--- config.mk ---
export PLATFORM = sky130hd
export DESIGN_NAME = ysyx_22041412_wbu
export DESIGN_NICKNAME = d
export VERILOG_FILES = /design/src/rtl/ysyx_22041412_wb_pkg.sv /design/src/rtl/ysyx_22041412_scoreboard.sv /design/src/rtl/ysyx_22041412_wbu.sv
export SDC_FILE = /design/constraint.sdc
export NUM_CORES = 1
export LEC_CHECK = 0
export CELL_PAD_IN_SITES_DETAIL_PLACEMENT = 1
export CELL_PAD_IN_SITES_GLOBAL_PLACEMENT = 1
export CORE_AREA = 2 2 217 219
export CTS_CLUSTER_DIAMETER = 100
export DETAILED_ROUTE_END_ITERATION = 10
export DIE_AREA = 0 0 219 221
export PLACE_DENSITY_LB_ADDON = 0.1
export RECOVER_POWER = 100
export SYNTH_ARGS = -nofsm -noshare
export SYNTH_HDL_FRONTEND = slang
export SYNTH_SLANG_ARGS = --single-unit
--- constraint.sdc ---
create_clock -name clk -period 2.91 [get_ports clk]
set_input_delay 0.291 -clock clk [delete_from_list [all_inputs] [get_ports clk]]
set_output_delay 0.291 -clock clk [all_outputs]
set_load 0.02 [all_outputs]
--- src/rtl/ysyx_22041412_wb_pkg.sv ---
// rtl/ysyx_22041412_wb_pkg.sv - shared types and widths for the writeback unit
package ysyx_22041412_wb_pkg;

  localparam int XLEN_DEF = 64;
  localparam int RIDX_W   = 5;

  typedef enum logic [1:0] {
    SRC_NONE = 2'd0,
    SRC_ALU  = 2'd1,
    SRC_LSU  = 2'd2,
    SRC_MDU  = 2'd3
  } src_e;

endpackage

--- src/rtl/ysyx_22041412_scoreboard.sv ---
// rtl/ysyx_22041412_scoreboard.sv - pending-write bits for long-latency destinations
module ysyx_22041412_scoreboard
  import ysyx_22041412_wb_pkg::*;
#(
  parameter int NREG = 32
) (
  input  logic              clk,
  input  logic              rst,
  input  logic              set_en,
  input  logic [RIDX_W-1:0] set_rd,
  input  logic              clr_en,
  input  logic [RIDX_W-1:0] clr_rd,
  input  logic [RIDX_W-1:0] rs1,
  input  logic [RIDX_W-1:0] rs2,
  input  logic [RIDX_W-1:0] rd,
  output logic              pend_rs1,
  output logic              pend_rs2,
  output logic              pend_rd
);

  logic [NREG-1:0] pending;
  logic [NREG-1:0] set_mask;
  logic [NREG-1:0] clr_mask;
  logic [NREG-1:0] one;

  assign one      = {{(NREG-1){1'b0}}, 1'b1};
  assign set_mask = set_en ? (one << set_rd) : '0;
  assign clr_mask = clr_en ? (one << clr_rd) : '0;

  // Set is applied after clear so a same-cycle reissue keeps the bit; x0 never pends.
  always_ff @(posedge clk) begin
    if (!rst) begin
      pending <= '0;
    end else begin
      pending <= ((pending & ~clr_mask) | set_mask) & ~one;
    end
  end

  assign pend_rs1 = (rs1 != '0) & pending[rs1];
  assign pend_rs2 = (rs2 != '0) & pending[rs2];
  assign pend_rd  = (rd  != '0) & pending[rd];

endmodule

--- src/rtl/ysyx_22041412_wbu.sv ---
// rtl/ysyx_22041412_wbu.sv - writeback arbiter, hazard scoreboard, operand select
// Optional forwarding from the wb register: YSYX_22041412_WB_BYPASS_EN
module ysyx_22041412_wbu
  import ysyx_22041412_wb_pkg::*;
#(
  parameter int XLEN = XLEN_DEF,
  parameter int NREG = 32
) (
  input  logic              clk,
  input  logic              rst,
  input  logic              iss_valid,
  input  logic              iss_long,
  input  logic [RIDX_W-1:0] iss_rd,
  input  logic [RIDX_W-1:0] rs1,
  input  logic [RIDX_W-1:0] rs2,
  output logic              hz_rs1,
  output logic              hz_rs2,
  output logic              hz_rd,
  input  logic [XLEN-1:0]   rf_rdata_a,
  input  logic [XLEN-1:0]   rf_rdata_b,
  output logic [XLEN-1:0]   opa,
  output logic [XLEN-1:0]   opb,
  input  logic              alu_valid,
  input  logic [RIDX_W-1:0] alu_rd,
  input  logic [XLEN-1:0]   alu_data,
  input  logic              lsu_valid,
  output logic              lsu_ready,
  input  logic [RIDX_W-1:0] lsu_rd,
  input  logic [XLEN-1:0]   lsu_data,
  input  logic              mdu_valid,
  output logic              mdu_ready,
  input  logic [RIDX_W-1:0] mdu_rd,
  input  logic [XLEN-1:0]   mdu_data,
  output logic              wb_wen,
  output logic [RIDX_W-1:0] wb_rd,
  output logic [XLEN-1:0]   wb_data
);

  src_e              sel;
  logic [RIDX_W-1:0] sel_rd;
  logic [XLEN-1:0]   sel_data;
  logic              pend_rs1, pend_rs2;
  logic              fwd_rs1, fwd_rs2;

  assign lsu_ready = rst & ~alu_valid;
  assign mdu_ready = rst & ~alu_valid & ~lsu_valid;

  always_comb begin
    sel      = SRC_NONE;
    sel_rd   = '0;
    sel_data = '0;
    if (alu_valid) begin
      sel = SRC_ALU;  sel_rd = alu_rd;  sel_data = alu_data;
    end else if (lsu_valid && lsu_ready) begin
      sel = SRC_LSU;  sel_rd = lsu_rd;  sel_data = lsu_data;
    end else if (mdu_valid && mdu_ready) begin
      sel = SRC_MDU;  sel_rd = mdu_rd;  sel_data = mdu_data;
    end
  end

  always_ff @(posedge clk) begin
    if (!rst) begin
      wb_wen  <= 1'b0;
      wb_rd   <= '0;
      wb_data <= '0;
    end else begin
      wb_wen  <= (sel != SRC_NONE) && (sel_rd != '0);
      wb_rd   <= sel_rd;
      wb_data <= sel_data;
    end
  end

  ysyx_22041412_scoreboard #(.NREG(NREG)) u_sb (
    .clk      (clk),
    .rst      (rst),
    .set_en   (iss_valid & iss_long & (iss_rd != '0)),
    .set_rd   (iss_rd),
    .clr_en   (rst & ((sel == SRC_LSU) | (sel == SRC_MDU))),
    .clr_rd   (sel_rd),
    .rs1      (rs1),
    .rs2      (rs2),
    .rd       (iss_rd),
    .pend_rs1 (pend_rs1),
    .pend_rs2 (pend_rs2),
    .pend_rd  (hz_rd)
  );

  // A result sitting in the wb register has not reached the register file yet.
  assign fwd_rs1 = wb_wen && (wb_rd == rs1) && (rs1 != '0);
  assign fwd_rs2 = wb_wen && (wb_rd == rs2) && (rs2 != '0);

`ifdef YSYX_22041412_WB_BYPASS_EN
  assign opa    = fwd_rs1 ? wb_data : rf_rdata_a;
  assign opb    = fwd_rs2 ? wb_data : rf_rdata_b;
  assign hz_rs1 = pend_rs1;
  assign hz_rs2 = pend_rs2;
`else
  assign opa    = rf_rdata_a;
  assign opb    = rf_rdata_b;
  assign hz_rs1 = pend_rs1 | fwd_rs1;
  assign hz_rs2 = pend_rs2 | fwd_rs2;
`endif

endmodule

## After elaboration in Yosys (flattened, before gate mapping)

Cells that the tools add are included.

- Input bits: 357
- Bits in registers: 102

- Shift operators: 2
- Multiplexer cells: 17
- Bitwise gates (word level): 16
- Reduce and logical (&&, ||, !) cells: 12
- $lt $le $gt $ge: 3
- Equal/unequal tests: 4

Operator list:

| cell | number |
|---|---|
| $mux 64 | 3 |
| $mux 32 | 2 |
| $shl 1x5->32 const A | 2 |
| $and 32x32->32 | 1 |
| $not 32->32 | 1 |
| $or 32x32->32 | 1 |
| $reduce_bool 5->1 | 4 |
| $lt 5x6->1 const B | 3 |
| $bmux 1 s5 | 3 |
| $mux 5 | 3 |
| $eq 5x5->1 | 2 |
| $and 1x1->1 | 8 |
| $logic_and 1x1->1 | 7 |
| $mux 2 | 3 |
| $eq 2x2->1 const B | 2 |
| $mux 1 | 3 |
| $or 1x1->1 | 3 |
| $not 1->1 | 2 |
| $reduce_bool 2->1 | 1 |

## Depth between registers and ports, before layout

- Depth after elaboration: 14
- Mapped depth: 7
- Mapped depth without buffers: 5

## Modules after synthesis

From an unflattened synthesis, not the netlist that was laid out.

- Cells, all modules: 782
- Area total of the unflattened synthesis: 6586.3 µm²

By module, submodules not included:

| module | area each (µm²) | cells an instance | times used |
|---|---|---|---|
| ysyx_22041412_wbu | 4320.4 | 541 | 1 |
| ysyx_22041412_scoreboard | 2265.9 | 241 | 1 |

## Least setup slack after synthesis

Ideal clock, no wire load.

- Kind: input -> output
- Start: input port rs1[0]
- End: output port hz_rs1
- Slack: 835 ps
- Cell stages on the path: 6
- Required time: 2619 ps
- Arrival: 1784 ps
- Cells stage by stage: buf_2 mux4_2 mux2i_1 mux2i_1 a2111oi_0 a21oi_1

- Cells in the longest elaborated chain, start to end: 4
- Elaborated cells between the ends (all ways): 8

Ends and longest elaborated chain:

| element | line | text |
|---|---|---|
| start: declaration | ysyx_22041412_wbu.sv:14 | `input logic [RIDX_W-1:0] rs1,` |
| $bmux 1 s5 or $eq 5x5->1 (tied branches) | ysyx_22041412_scoreboard.sv:39, ysyx_22041412_wbu.sv:89 |  |
| $mux 1 (not written as such) or $logic_and 1x1->1 (tied branches) | ysyx_22041412_scoreboard.sv:39, ysyx_22041412_wbu.sv:89 |  |
| $and 1x1->1 or $logic_and 1x1->1 (tied branches) | ysyx_22041412_scoreboard.sv:39, ysyx_22041412_wbu.sv:89 |  |
| $or 1x1->1 (*) | ysyx_22041412_wbu.sv:100 | `assign hz_rs1 = pend_rs1 \| fwd_rs1;` |
| end: declaration | ysyx_22041412_wbu.sv:16 | `output logic hz_rs1,` |

Every way passes the cells marked *; elsewhere a longest branch is shown, timed or not. The select of a mux whose other input is x is not followed.

## Final worst setup path

- Start: input port rs2[0]
- End: output port hz_rs2

- Cells in the longest elaborated chain, start to end: 4
- Elaborated cells between the ends (all ways): 8

Ends and longest elaborated chain:

| element | line | text |
|---|---|---|
| start: declaration | ysyx_22041412_wbu.sv:15 | `input logic [RIDX_W-1:0] rs2,` |
| $bmux 1 s5 or $eq 5x5->1 (tied branches) | ysyx_22041412_scoreboard.sv:40, ysyx_22041412_wbu.sv:90 |  |
| $mux 1 (not written as such) or $logic_and 1x1->1 (tied branches) | ysyx_22041412_scoreboard.sv:40, ysyx_22041412_wbu.sv:90 |  |
| $and 1x1->1 or $logic_and 1x1->1 (tied branches) | ysyx_22041412_scoreboard.sv:40, ysyx_22041412_wbu.sv:90 |  |
| $or 1x1->1 (*) | ysyx_22041412_wbu.sv:101 | `assign hz_rs2 = pend_rs2 \| fwd_rs2;` |
| end: declaration | ysyx_22041412_wbu.sv:17 | `output logic hz_rs2,` |

Marked as above.

==> summary.md <==
| Metric | Value |
|---|---|
| Status | `finished, final reports clean` |
| Dominant cell type by area after synthesis | `dfxtp_1` |
| Core Rows | `79` |
| Vias per inst | `about 4.0` |
| Crit-path max FO | `6` |
| Worst VDD drop | `0.266 mV` |
| CP Capture Type | `output pin` |
| Post-Syn Nets | `1129` |
| Cell leakage power | `3.51 nW` |
| Worst path slowest cell | `mux4_2` |
| Required @ worst endpoint | `between 2 and 3 ns` |
| CTS H-Tree Depth | `3` |
| Final Slew Violations | `0` |
| #FFs+latches synth | `101` |
| Max_cap viols | `0` |
| Non-Filler Instances | `1542` |
| Die Area | `approximately 48000 um^2` |
| GPL Wtd Cong | `0.761` |
| Fin crit period | `about 2.8 ns` |
| First-pass GRT wire length | `48.2 mm` |
| Final HPWL DP | `28.1 mm` |
| Pwr dens | `slightly below 400 nW/um^2` |
| Synth area leaders | `dfxtp_1 (31%), buf_4 (15%), mux4_2 (8.3%)` |
| Yosys warnings | `0` |
| Setup TNS | `0 ns` |
| Largest net degree at the start of global routing | `136` |
| Clock latency on the worst-skew pair | `around 0.37 ns` |
| Layout area overhead | `48.1%` |
| Post-CTS setup buffers | `0` |
| Total grt overflow | `0` |
| Vias in the first global route | `approximately 6600` |
| Cell Area, Placed | `9420 um^2` |
| Port bufs | `between 300 and 400` |
| Max_slew headroom | `47.2%` |
| DIE WIDTH | `219 um` |
| Detailed Route Iter0 Violations | `247` |
| Boundary pin count | `560` |
| Clock sink count | `101` |
| Die height | `221 um` |
| Critical setup path kind | `input pin to output pin` |
| Synth Cell Area | `6550 um^2` |
| Syn Inst Count | `slightly below 800` |
| Avg WL per Cell | `22.2 um` |
| FMAX | `roughly 350 MHz` |
| Share of Yosys cell area claimed by the top area cell type | `a little under a third` |
| Final Skew | `0 ns` |
| Main synth FF type | `dfxtp_1` |
| Most frequent cell after synthesis | `buf_4` |
| Antenna Violating Nets Remaining | `0` |
| Cell mode on critical path | `mux4_2` |
| CTS tree | `built` |
| Clock transition at path regs | `0.07 ns` |
| Initial antenna violation count | `9` |
| Least-Margin Pin Slew | `between 0.7 and 0.8 ns` |
| Gr usage total | `14.0%` |
| Post-Route WL | `around 34 mm` |
| Clock buffer depth | `2` |
| Via Count | `6196` |
| Final hold vios | `0` |
| Worst min path class | `input pin to flop` |
| Slowest stage delay, CP | `0.52 ns` |
| 1st-pass router iterations | `4` |
| Final Cycle Share | `97.6%` |
| Initial Util | `about 14%` |
| Hold Buf Count CTS | `0` |
| Layout cells sized above 1 | `7.40%` |
| Clk root buf | `clkbuf_16` |
| CP Data Arrival Time | `~2.6 ns` |
| Async SR Flop Fraction | `0%` |
| Crit-path cells | `clkdlybuf4s50_1 -> clkbuf_4 -> mux4_2 -> mux4_2 -> o221a_1 -> dlygate4sd2_1` |
| Post-synth EDFFs | `0` |
| DP Cell Count | `~1500` |
| Sequential cell area fraction in the yosys report | `30.9%` |
| CP Launch Type | `input pin` |
| Nets | `1286` |
| Final instance area | `just under 10000 um^2` |
| Synth cell count leaders | `buf_4 (129), dfxtp_1 (101), nand2_1 (98)` |
| Remaining DRCs | `0` |
| CTS Buf Count | `9` |
| Synthesized area per cell | `8.48 um^2` |
| Post-synth cell types | `49` |
| Core Region | `46100 um^2` |
| RSZ-0062 raised after global routing | `no` |
| Final setup fails | `0` |
-- placed cells by master (no fill, tap or decap), types with 3 or more instances in the layout --
cell type / synthesis / final
a21boi_0: 20 / 20
a21oi_1: 8 / 9
a221oi_1: 3 / 3
a22oi_1: 65 / 65
a32o_1: 9 / 9
and2_0: 0 / 59
and2_1: 66 / 7
and3b_1: 3 / 3
and4b_1: 3 / 3
buf_12: 0 / 5
buf_4: 129 / 18
clkbuf_1: 37 / 4
clkbuf_16: 0 / 9
clkdlybuf4s50_1: 0 / 224
dfxtp_1: 101 / 101
dlygate4sd3_1: 0 / 73
inv_1: 6 / 6
mux2i_1: 8 / 8
mux4_2: 24 / 24
nand2_1: 98 / 98
nand2b_1: 4 / 4
nand3_1: 5 / 5
nand3b_1: 6 / 6
nand4_1: 4 / 4
nand4b_1: 3 / 3
nor2_1: 9 / 9
nor2b_1: 7 / 7
nor3_1: 3 / 3
nor3b_1: 5 / 5
nor4_1: 3 / 3
o211a_1: 3 / 3
o211ai_1: 7 / 7
o21ai_0: 88 / 88
xor2_1: 8 / 8
-- final cells by class --
type | instances | area (um^2)
inverters | 6 | 22.5
repair buffers | 329 | 3260
flip-flops and latches | 101 | 2020
multi-input cells | 482 | 3320
fillers | 5375 | 36400
clock inverters | 6 | 86.3
clock buffers | 9 | 225
well taps | 607 | 759
diodes | 2 | 5.00
-- what timing repair did --
action / CTS / global route
pin swaps: 0 / 0
hold endpoints to repair: 0 / 0
cloned: 0 / 0
resized for setup: 3 / 3
setup endpoints to repair: 3 / 2
-- per-layer routing --
layer	part of all wire, %	track usage (%)	vias to the layer above
met1	39	15.2	2908
li1	-	-	2919
met4	2.0	4.42	14
met5	0.24	0	-
met3	10	6.68	53
met2	49	23.7	302
-- worst max-delay path: cells and delay by family --
family                 cells  cell delay [ns]
multiplexers               2             1.01
buffers and inverters      3             0.99
AO/OA/AOI/OAI              1             0.26
-- registers in the layout, indices dropped and copies added, names as in the netlist --
register / flops
wb_wen: 1
wb_data: 64
u_sb.pending: 31
wb_rd: 5
-- per-stage QoR --
stage,power [mW],setup slack (ns),hold slack (ns),util (%)
floorplan,2.11,0.835,0.454,-
global placement,2.46,-0.214,0.550,20.4
detailed placement,2.47,-0.179,0.557,20.4
CTS,3.88,0.0412,0.327,21.1
global route,3.94,0.00365,0.356,21.0
finish,3.75,0.0701,0.333,21.1
-- report_power, final --
group / internal, mW / total [mW] / switching (mW) / leakage, nW
sequential: 1.44 / 1.47 / 0.0285 / 0.829
clock: 0.751 / 1.37 / 0.620 / 0.152
combinational: 0.495 / 0.905 / 0.411 / 2.53
-- cell families after synthesis --
logic type / count (synthesis) / synth area share (%)
compound gates: 214 / 21.5
xor+xnor: 10 / 1.34
buf+inv: 189 / 18.5
flops: 101 / 30.9
mux: 34 / 9.82
simple gates: 224 / 17.9
-- final timing paths --
path | startpoint | to | slack [ns] | cells after the start
worst min-delay path | rst | wb_wen | 0.33 | 3
worst min register to register | u_sb.pending[23] | u_sb.pending[23] | 0.57 | 2
worst max-delay path | rs2[0] | hz_rs2 | 0.07 | 6
worst max register to register | u_sb.pending[3] | u_sb.pending[3] | 2.02 | 2
No activity file was read; power rests on OpenSTA's default activity.
